### src/rtl/store_monitor.sv
// Store trace monitor: captures processor stores into a first-word fall-through FIFO
// and latches a one-shot PASS/FAIL verdict from the first store to CHECK_ADDR.
//
// state  | meaning
// S_WAIT | no store to CHECK_ADDR seen since reset
// S_PASS | first CHECK_ADDR store carried CHECK_DATA (terminal)
// S_FAIL | first CHECK_ADDR store carried other data (terminal)
module store_monitor #(
  parameter int          DEPTH      = 8,
  parameter logic [31:0] CHECK_ADDR = 32'h00000064,
  parameter logic [31:0] CHECK_DATA = 32'h00000007
) (
  input  logic                     clk,
  input  logic                     reset,
  input  logic                     MemWrite,
  input  logic [31:0]              DataAdr,
  input  logic [31:0]              WriteData,
  input  logic                     rd_ready,
  output logic                     rd_valid,
  output logic [31:0]              rd_addr,
  output logic [31:0]              rd_data,
  output logic [$clog2(DEPTH):0]   count,
  output logic                     overflow,
  output logic [15:0]              store_total,
  output logic                     pass,
  output logic                     fail
);

  localparam int AW = $clog2(DEPTH);
  localparam int CW = AW + 1;

  typedef enum logic [1:0] {S_WAIT, S_PASS, S_FAIL} state_t;

  logic [63:0]   mem_q [DEPTH];
  logic [AW-1:0] wr_ptr_q, wr_ptr_d;
  logic [AW-1:0] rd_ptr_q, rd_ptr_d;
  logic [CW-1:0] count_q, count_d;
  logic          overflow_q, overflow_d;
  logic [15:0]   total_q, total_d;
  state_t        state_q, state_d;
  logic          pass_q, fail_q;
  logic          push, pop, accept;

  always_comb begin
    pop      = (count_q != '0) && rd_ready;
    // A full FIFO still takes a store when the head leaves in the same cycle.
    accept   = (count_q < CW'(DEPTH)) || pop;
    push     = MemWrite && accept;

    wr_ptr_d = push ? wr_ptr_q + AW'(1) : wr_ptr_q;
    rd_ptr_d = pop  ? rd_ptr_q + AW'(1) : rd_ptr_q;

    count_d = count_q;
    if (push && !pop)      count_d = count_q + CW'(1);
    else if (pop && !push) count_d = count_q - CW'(1);

    overflow_d = overflow_q | (MemWrite & ~accept);

    total_d = total_q;
    if (MemWrite && (total_q != 16'hFFFF)) total_d = total_q + 16'd1;

    // Verdict ignores FIFO occupancy: dropped stores still decide it.
    state_d = state_q;
    if ((state_q == S_WAIT) && MemWrite && (DataAdr == CHECK_ADDR))
      state_d = (WriteData == CHECK_DATA) ? S_PASS : S_FAIL;
  end

  always_ff @(posedge clk or posedge reset) begin
    if (reset) begin
      wr_ptr_q   <= '0;
      rd_ptr_q   <= '0;
      count_q    <= '0;
      overflow_q <= 1'b0;
      total_q    <= '0;
      state_q    <= S_WAIT;
      pass_q     <= 1'b0;
      fail_q     <= 1'b0;
    end else begin
      wr_ptr_q   <= wr_ptr_d;
      rd_ptr_q   <= rd_ptr_d;
      count_q    <= count_d;
      overflow_q <= overflow_d;
      total_q    <= total_d;
      state_q    <= state_d;
      pass_q     <= (state_d == S_PASS);
      fail_q     <= (state_d == S_FAIL);
    end
  end

  // Storage is deliberately unreset; pointers and count define what is valid.
  always_ff @(posedge clk) begin
    if (push && !reset) mem_q[wr_ptr_q] <= {DataAdr, WriteData};
  end

  assign rd_valid           = (count_q != '0);
  assign {rd_addr, rd_data} = mem_q[rd_ptr_q];
  assign count              = count_q;
  assign overflow           = overflow_q;
  assign store_total        = total_q;
  assign pass               = pass_q;
  assign fail               = fail_q;

endmodule

### config.mk
export PLATFORM = sky130hd
export DESIGN_NAME = store_monitor
export DESIGN_NICKNAME = d
export VERILOG_FILES = /design/src/rtl/store_monitor.sv
export SDC_FILE = /design/constraint.sdc
export NUM_CORES = 1
export LEC_CHECK = 0
export CORE_AREA = 2 2 190 192
export CTS_CLUSTER_SIZE = 8
export DETAILED_ROUTE_END_ITERATION = 7
export DIE_AREA = 0 0 192 194
export PLACE_DENSITY = 0.87
export SYNTH_ARGS = -nofsm -noshare
export SYNTH_HDL_FRONTEND = slang
export SYNTH_SLANG_ARGS = --single-unit
export TNS_END_PERCENT = 5
### constraint.sdc
create_clock -name clk -period 11.8 [get_ports clk]
set_input_delay 2.36 -clock clk [delete_from_list [all_inputs] [get_ports clk]]
set_output_delay 2.36 -clock clk [all_outputs]
set_load 0.005 [all_outputs]
==> results of run 1 <==
[sequential cells by signal (all words and copies together) (netlist names)]
signal,flops
wr_ptr_q,3
fail,1
mem_q,512
overflow,1
rd_ptr_q,3
count,4
pass,1
state_q,2
store_total,16
[stage by stage]
stage | worst slack, ns | hold WS [ns] | cells | instance area (sq um)
floorplan | 2.315 | 0.4653 | 909 | 20870
finish | 5.564 | 0.4915 | 1611 | 25100
CTS | 5.415 | 0.4959 | 1609 | 25090
global placement | 6.070 | 0.4648 | 1504 | 22990
global route | 5.249 | 0.5135 | 1609 | 25090
detailed placement | 6.049 | 0.4814 | 1504 | 22990
[final timing paths]
check / cells after the start / slack (ns) / end / start
max in group asynchronous: 3 / 9.09 / rd_ptr_q[0]$_DFFE_PP0P_ / reset
min reg2reg: 1 / 0.49 / store_total[15]$_DFFE_PP0P_ / store_total[15]$_DFFE_PP0P_
max: 4 / 5.56 / rd_data[17] / rd_ptr_q[0]$_DFFE_PP0P_
min in group asynchronous: 3 / 2.37 / count[2]$_DFFE_PP0P_ / reset
max reg2reg: 6 / 8.77 / mem_q[5][25]$_DFFE_PP_ / count[3]$_DFFE_PP0P_
min: 1 / 0.49 / store_total[15]$_DFFE_PP0P_ / store_total[15]$_DFFE_PP0P_
[critical path: stages, from the launching register on]
cell and delay [ns]:
dfrtp_4 1.04, buf_4 0.85, mux4_2 0.62, mux2_2 0.29
clkdlybuf4s50_1 0.45
[power breakdown]
group          internal [mW]  total (mW)  switching (mW)
clock                   1.20        1.95           0.755
sequential              2.27        2.43           0.162
combinational          0.962        1.61           0.643
total                   4.43        5.99            1.56
[final cells by class]
| type | count | area (sq um) |
|---|---|---|
| Inverter | 6 | 22.52 |
| Clock buffer | 100 | 2056 |
| Timing Repair Buffer | 169 | 1657 |
| Tap cell | 461 | 576.8 |
| Sequential cell | 543 | 16160 |
| Multi-Input combinational cell | 325 | 4577 |
| Clock inverter | 5 | 43.79 |
| Antenna cell | 2 | 5.005 |
| Fill cell | 1998 | 10120 |
[logic make-up (layout without fill, tap and decap cells)]
logic type | Yosys count | count (layout) | share of synthesized area
xor+xnor | 18 | 18 | 0.007553
buf+inv | 41 | 280 | 0.009771
mux | 197 | 197 | 0.1753
compound gates | 13 | 13 | 0.004196
simple gates | 90 | 90 | 0.02494
other cells | 0 | 2 | 0
fa+ha+maj | 7 | 7 | 0.004555
flops | 543 | 543 | 0.7737
[cell usage in the layout (no fill, tap or decap), types with 3 or more instances in the layout]
cell type	n
edfxtp_1	512
clkdlybuf4s50_1	155
mux4_2	128
clkbuf_16	79
mux2_2	68
dfrtp_1	28
nand2_1	21
clkbuf_1	21
buf_4	14
xor2_1	12
nor4_1	12
nor2_1	11
nand3_1	7
inv_1	6
nand4_1	6
nor3_1	6
xnor2_1	6
nor2_4	6
ha_1	6
inv_6	5
a21oi_1	3
nor4b_1	3
dfrtp_4	3
[metal layers]
| metal | GRT usage | wire length [um] |
|---|---|---|
| met2 | 0.4015 | 22510 |
| met1 | 0.3397 | 17680 |
| met5 | 0 | 28 |
| met3 | 0.05647 | 3766 |
| met4 | 0.06870 | 740 |
==> metrics.md, run 1 <==
| Metric | Value |
|---|---|
| P&R area growth vs syn | 20.24% |
| Initial antenna violation count | 4 |
| Static leakage | 8.135 nW |
| Unrepaired setup endpoints after global routing | false |
| Top cells by area, synth | edfxtp_1, mux4_2, dfrtp_1 |
| Detail Route Antenna Nets | 0 |
| Final worst path period need | about 6.2 ns |
| Critical Path AT | 3.88 ns |
| Setup violators final | 0 |
| Row count | 69 |
| Die area | 0.03725 sq mm |
| Drc violations | 0 |
| Via density | roughly 6.3 |
| Power Dens Cells | 238.6 mW/mm^2 |
| Share of layout cells above drive strength 1 | 0.2753 |
| Max FO, Critical Path | 48 |
| Hold Path Class | flip-flop to flip-flop |
| Library cells used by synthesis | 40 |
| CP Capture Type | output pin |
| Postcts setup bufs | 0 |
| Largest net degree at the start of global routing | 69 |
| Setup CP Type | flip-flop to output pin |
| I/O Buffers | 155 |
| CTS HTree Levels | 3 |
| Setup TNS | 0 ns |
| Starting Density | 0.5926 |
| Post-synthesis register bit count | 543 |
| Sequential-to-total area share from yosys stat | 0.7737 |
| Synth Warn # | 0 |
| Netlist Area Pre-Place | 0.02087 sq mm |
| Final Hold Vio Count | 0 |
| DR pass1 iterations | 5 |
| Global-route wire length before repair | 67.16 mm |
| Top post-synthesis cells by count | edfxtp_1, mux4_2, mux2_2 |
| Clock Sink Count | 543 |
| Core ar. | ~0.035 sq mm |
| Fmax | 0.1603 GHz |
| Post-synth ARST share | 0.05709 |
| # nets final | 1,197 |
| DRC violation total after the first TritonRoute iteration | roughly 790 |
| Vias | 10,140 |
| Later-pin clock latency in the skew report | 0.57 ns |
| Final Max Tran Viols | 0 |
| Wirelength per Cell | 27.76 um |
| Clk pin slew, worst setup/hold paths | 0.05 ns |
| Yosys top cell by area | edfxtp_1 |
| Clock buffer depth | 3 |
| Overall Power | 5.988 mW |
| Measured slew at the worst slew-check pin | roughly 1.2 ns |
| Vias in the first global route | around 11,000 |
| Top-level I/O count | 156 |
| Post-layout util | 0.7126 |
| Syn nets | 984 |
| Tcrit/Tclk final | 0.5285 |
| Number of synthesized flops with an enable pin | 512 |
| HPWL after DPL | around 22 mm |
| Main synth FF type | edfxtp_1 |
| Worst rel slew slack | 0.2197 |
| Top-count cell post-synth | edfxtp_1 |
| CTS tree | done |
| Total grt overflow | 0 |
| Clk root buf | clkbuf_16 |
| Placer Congestion | about 0.80 |
| Die width | 192 um |
| Req. time, crit path | between 9 and 10 ns |
| Syn Area/Cell | 22.96 sq um |
| Syn Inst Count | a little over 900 |
| Worst setup SP type | flip-flop |
| Chip height | 194 um |
| Cts hold-fix bufs | 0 |
| Final clock skew | approximately 0.013 ns |
| Total GRT Usage | 0.2463 |
| Share of the synthesized area in the top cell type | 0.7366 |
| Status | complete, no violations |
| Inserted Clock Buffers | between 70 and 80 |
| Total Wirelength | between 40 and 50 mm |
| MaxCap Viol Count | 0 |
| Post-CTS Resized | 0 |
| VDD IR-drop max | 0.0001554 V |
Note: power is estimated with default switching activity, not from simulation.
==> run 2: changes to the inputs <==
--- a/config.mk
+++ b/config.mk
@@ -5,11 +5,11 @@
 export SDC_FILE = /design/constraint.sdc
 export NUM_CORES = 1
 export LEC_CHECK = 0
-export CORE_AREA = 2 2 190 192
+export CORE_AREA = 2 2 202 204
 export CTS_CLUSTER_SIZE = 8
 export DETAILED_ROUTE_END_ITERATION = 7
-export DIE_AREA = 0 0 192 194
-export PLACE_DENSITY = 0.87
+export DIE_AREA = 0 0 204 206
+export PLACE_DENSITY = 0.82
 export SYNTH_ARGS = -nofsm -noshare
 export SYNTH_HDL_FRONTEND = slang
 export SYNTH_SLANG_ARGS = --single-unit
==> constraint.sdc (replaced) <==
create_clock -name clk -period 5.5 [get_ports clk]
set_input_delay 1.1 -clock clk [delete_from_list [all_inputs] [get_ports clk]]
set_output_delay 1.1 -clock clk [all_outputs]
set_load 0.005 [all_outputs]
==> metrics.md, run 2 (same netlist as run 1, synthesis figures left out) <==
| Metric | Value |
|---|---|
| Grt met1 use | 0.2930 (was 0.3397) |
| Chip height | 206 um (was 194 um) |
| Share of layout cells above drive strength 1 | 0.2853 (was 0.2753) |
| Measured slew at the worst slew-check pin | 0.9123 ns (was 1.170 ns) |
| DR pass1 iterations | 5 (unchanged) |
| Drc violations | 0 (unchanged) |
| Status | complete, no violations (unchanged) |
| P&R area growth vs syn | 21.81% (was 20.24%) |
| Die width | 204 um (was 192 um) |
| Core ar. | 0.04018 sq mm (was 0.03522 sq mm) |
| Total Wirelength | 44.15 mm (was 44.73 mm) |
| Met2 GRT Util | 0.3426 (was 0.4015) |
| HPWL after DPL | 23.51 mm (was 22.19 mm) |
| Final clock skew | 0.01505 ns (was 0.01295 ns) |
| Starting Density | 0.5195 (was 0.5926) |
| I/O Buffers | 155 (unchanged) |
| Post-CTS Resized | 0 (unchanged) |
| Static leakage | 8.241 nW (was 8.135 nW) |
| Total grt overflow | 0 (unchanged) |
| Setup TNS | 0 ns (unchanged) |
| Reg area | 0.01616 sq mm (unchanged) |
| Max FFs per register | 512 (unchanged) |
| Postcts setup bufs | 0 (unchanged) |
| Crit path max-delay family | flip-flops (was buffers and inverters) |
| Largest Register | mem_q (unchanged) |
| CP max stage delay | 1.01 ns (was 1.04 ns) |
| Crit path buffers/inverters | 2 (unchanged) |
| VDD IR-drop max | 0.0002489 V (was 0.0001554 V) |
| Most frequent cells in the layout | edfxtp_1, clkdlybuf4s50_1, mux4_2, clkbuf_16, mux2_2 (unchanged) |
| Total GRT Usage | 0.2161 (was 0.2463) |
| Final Max Tran Viols | 0 (unchanged) |
| Vias in the first global route | 10,870 (was 11,070) |
| CTS HTree Levels | 3 (unchanged) |
| Clk pin slew, worst setup/hold paths | 0.05 ns (about the same) |
| CP Capture Type | output pin (unchanged) |
| Global-route wire length before repair | 66.90 mm (was 67.16 mm) |
| Fmax | approximately 0.23 GHz |
| CTS tree | done (unchanged) |
| Critical Path AT | 3.34 ns (was 3.88 ns) |
| Vias | 10,090 (was 10,140) |
| Power Dens Cells | 509.4 mW/mm^2 (was 238.6 mW/mm^2) |
| Busiest layer in global routing | met2 (unchanged) |
| Cts hold-fix bufs | 0 (unchanged) |
| Final worst path period need | 4.438 ns |
| DRC violation total after the first TritonRoute iteration | 894 (was 788) |
| Max FO, Critical Path | 43 (was 48) |
| Largest net degree at the start of global routing | 65 (was 69) |
| Setup CP Type | flip-flop to output pin (unchanged) |
| Worst setup SP type | flip-flop (unchanged) |
| Unrepaired setup endpoints after global routing | false (unchanged) |
| MaxCap Viol Count | 0 (unchanged) |
| Detail Route Antenna Nets | 0 (unchanged) |
| Area occupied by multi-input gates | 0.004594 sq mm (was 0.004577 sq mm) |
| Tcrit/Tclk final | 0.8069 |
| Req. time, crit path | 4.40 ns (was 9.44 ns) |
| Final Hold Vio Count | 0 (unchanged) |
| # nets final | 1,208 (was 1,197) |
| Die area | 0.04202 sq mm (was 0.03725 sq mm) |
| Crit-path slowest cell | dfrtp_4 (unchanged) |
| Commonest non-fill, non-tap cell in the layout | edfxtp_1 (unchanged) |
| Via density | 5.986 (was 6.296) |
| CP Cell Sequence | buf_4 > mux4_2 > mux2_2 > clkdlybuf4s50_1 (unchanged) |
| Clock buffer depth | 3 (unchanged) |
| Setup violators final | 0 (unchanged) |
| Later-pin clock latency in the skew report | 0.58 ns (was 0.57 ns) |
| Worst rel slew slack | 0.3918 (was 0.2197) |
| Initial antenna violation count | 5 (was 4) |
| Overall Power | 12.95 mW (was 5.988 mW) |
| Placer Congestion | 0.7850 (was 0.8044) |
| Clock Sink Count | 543 (unchanged) |
| Clk root buf | clkbuf_16 (unchanged) |
| Wirelength per Cell | 26.19 um (was 27.76 um) |
| Hold Path Class | flip-flop to flip-flop (unchanged) |
| Inserted Clock Buffers | 78 (was 77) |
| Row count | 74 (was 69) |
| Layout filler cell count | 2,634 (was 1,998) |
| Top-level I/O count | 156 (unchanged) |
| GR Layer Usage met3 | 0.06354 (was 0.05647) |
==> run 2: cell types whose count changed in the layout (fill, tap and decap cells not counted), moves of 3 or more <==
cell,before,now
buf_12,0,8
clkbuf_1,21,13
clkbuf_16,79,82
inv_6,5,2
==> run 2: stage by stage <==
step,instance area (sq um),worst slack [ns],hold WS (ns),util,cells
after detailed placement,23280,1.616,0.4852,0.5792,1585
after floorplan,20900,0.005007,0.4653,-,909
after global placement,23280,1.620,0.4854,0.5792,1585
final,25430,1.062,0.4930,0.6327,1686
after global routing,25420,0.8736,0.5120,0.6327,1685
after CTS,25420,0.9851,0.4987,0.6327,1685
==> run 2: worst register-to-register path, delay by kind of cell, from the launching register on <==
family | cells | cell delay (ns)
AOI/OAI and AO/OA | 2 | 0.36
xor gates and xnor gates | 1 | 0.13
adders and majority gates | 2 | 0.48
buffers and inverters | 1 | 0.10
DFF | 1 | 0.44
muxes | 1 | 0.25
and+or+nand+nor | 2 | 0.84
==> run 2: metal layers <==
layer / vias up / wire [um]
li1: 4259 / -
met1: 5309 / 18090
met2: 439 / 21510
met3: 78 / 3674
met4: 8 / 824
met5: - / 50
==> run 2: power by group <==
group | internal [mW] | switching, mW | leakage [nW]
registers | 4.86 | 0.423 | 5.00
clock network | 2.64 | 1.59 | 1.05
logic | 2.12 | 1.33 | 2.20
==> run 2: worst paths after layout <==
| kind | slack (ns) | depth (start not counted) | from | end |
|---|---|---|---|---|
| worst max-delay path | 1.06 | 4 | rd_ptr_q[0]$_DFFE_PP0P_ | rd_data[3] |
| worst min-delay path | 0.49 | 1 | store_total[15]$_DFFE_PP0P_ | store_total[15]$_DFFE_PP0P_ |
| worst min register to register | 0.49 | 1 | store_total[15]$_DFFE_PP0P_ | store_total[15]$_DFFE_PP0P_ |
| worst max register to register | 2.82 | 9 | count[0]$_DFFE_PP0P_ | count[3]$_DFFE_PP0P_ |
| min in group asynchronous | 1.17 | 3 | reset | wr_ptr_q[1]$_DFFE_PP0N_ |
| max in group asynchronous | 4.01 | 3 | reset | rd_ptr_q[0]$_DFFE_PP0P_ |
==> run 2: area by class of cell <==
cell class                      count  share of cell area
Clock buffer                       95             0.08262
Timing Repair Buffer              179             0.07204
Sequential cell                   543              0.6357
Multi-Input combinational cell    325              0.1807
Tap cell                          532             0.02618
Clock inverter                      5            0.001821
Antenna cell                        1          0.00009842
Inverter                            6           0.0008858
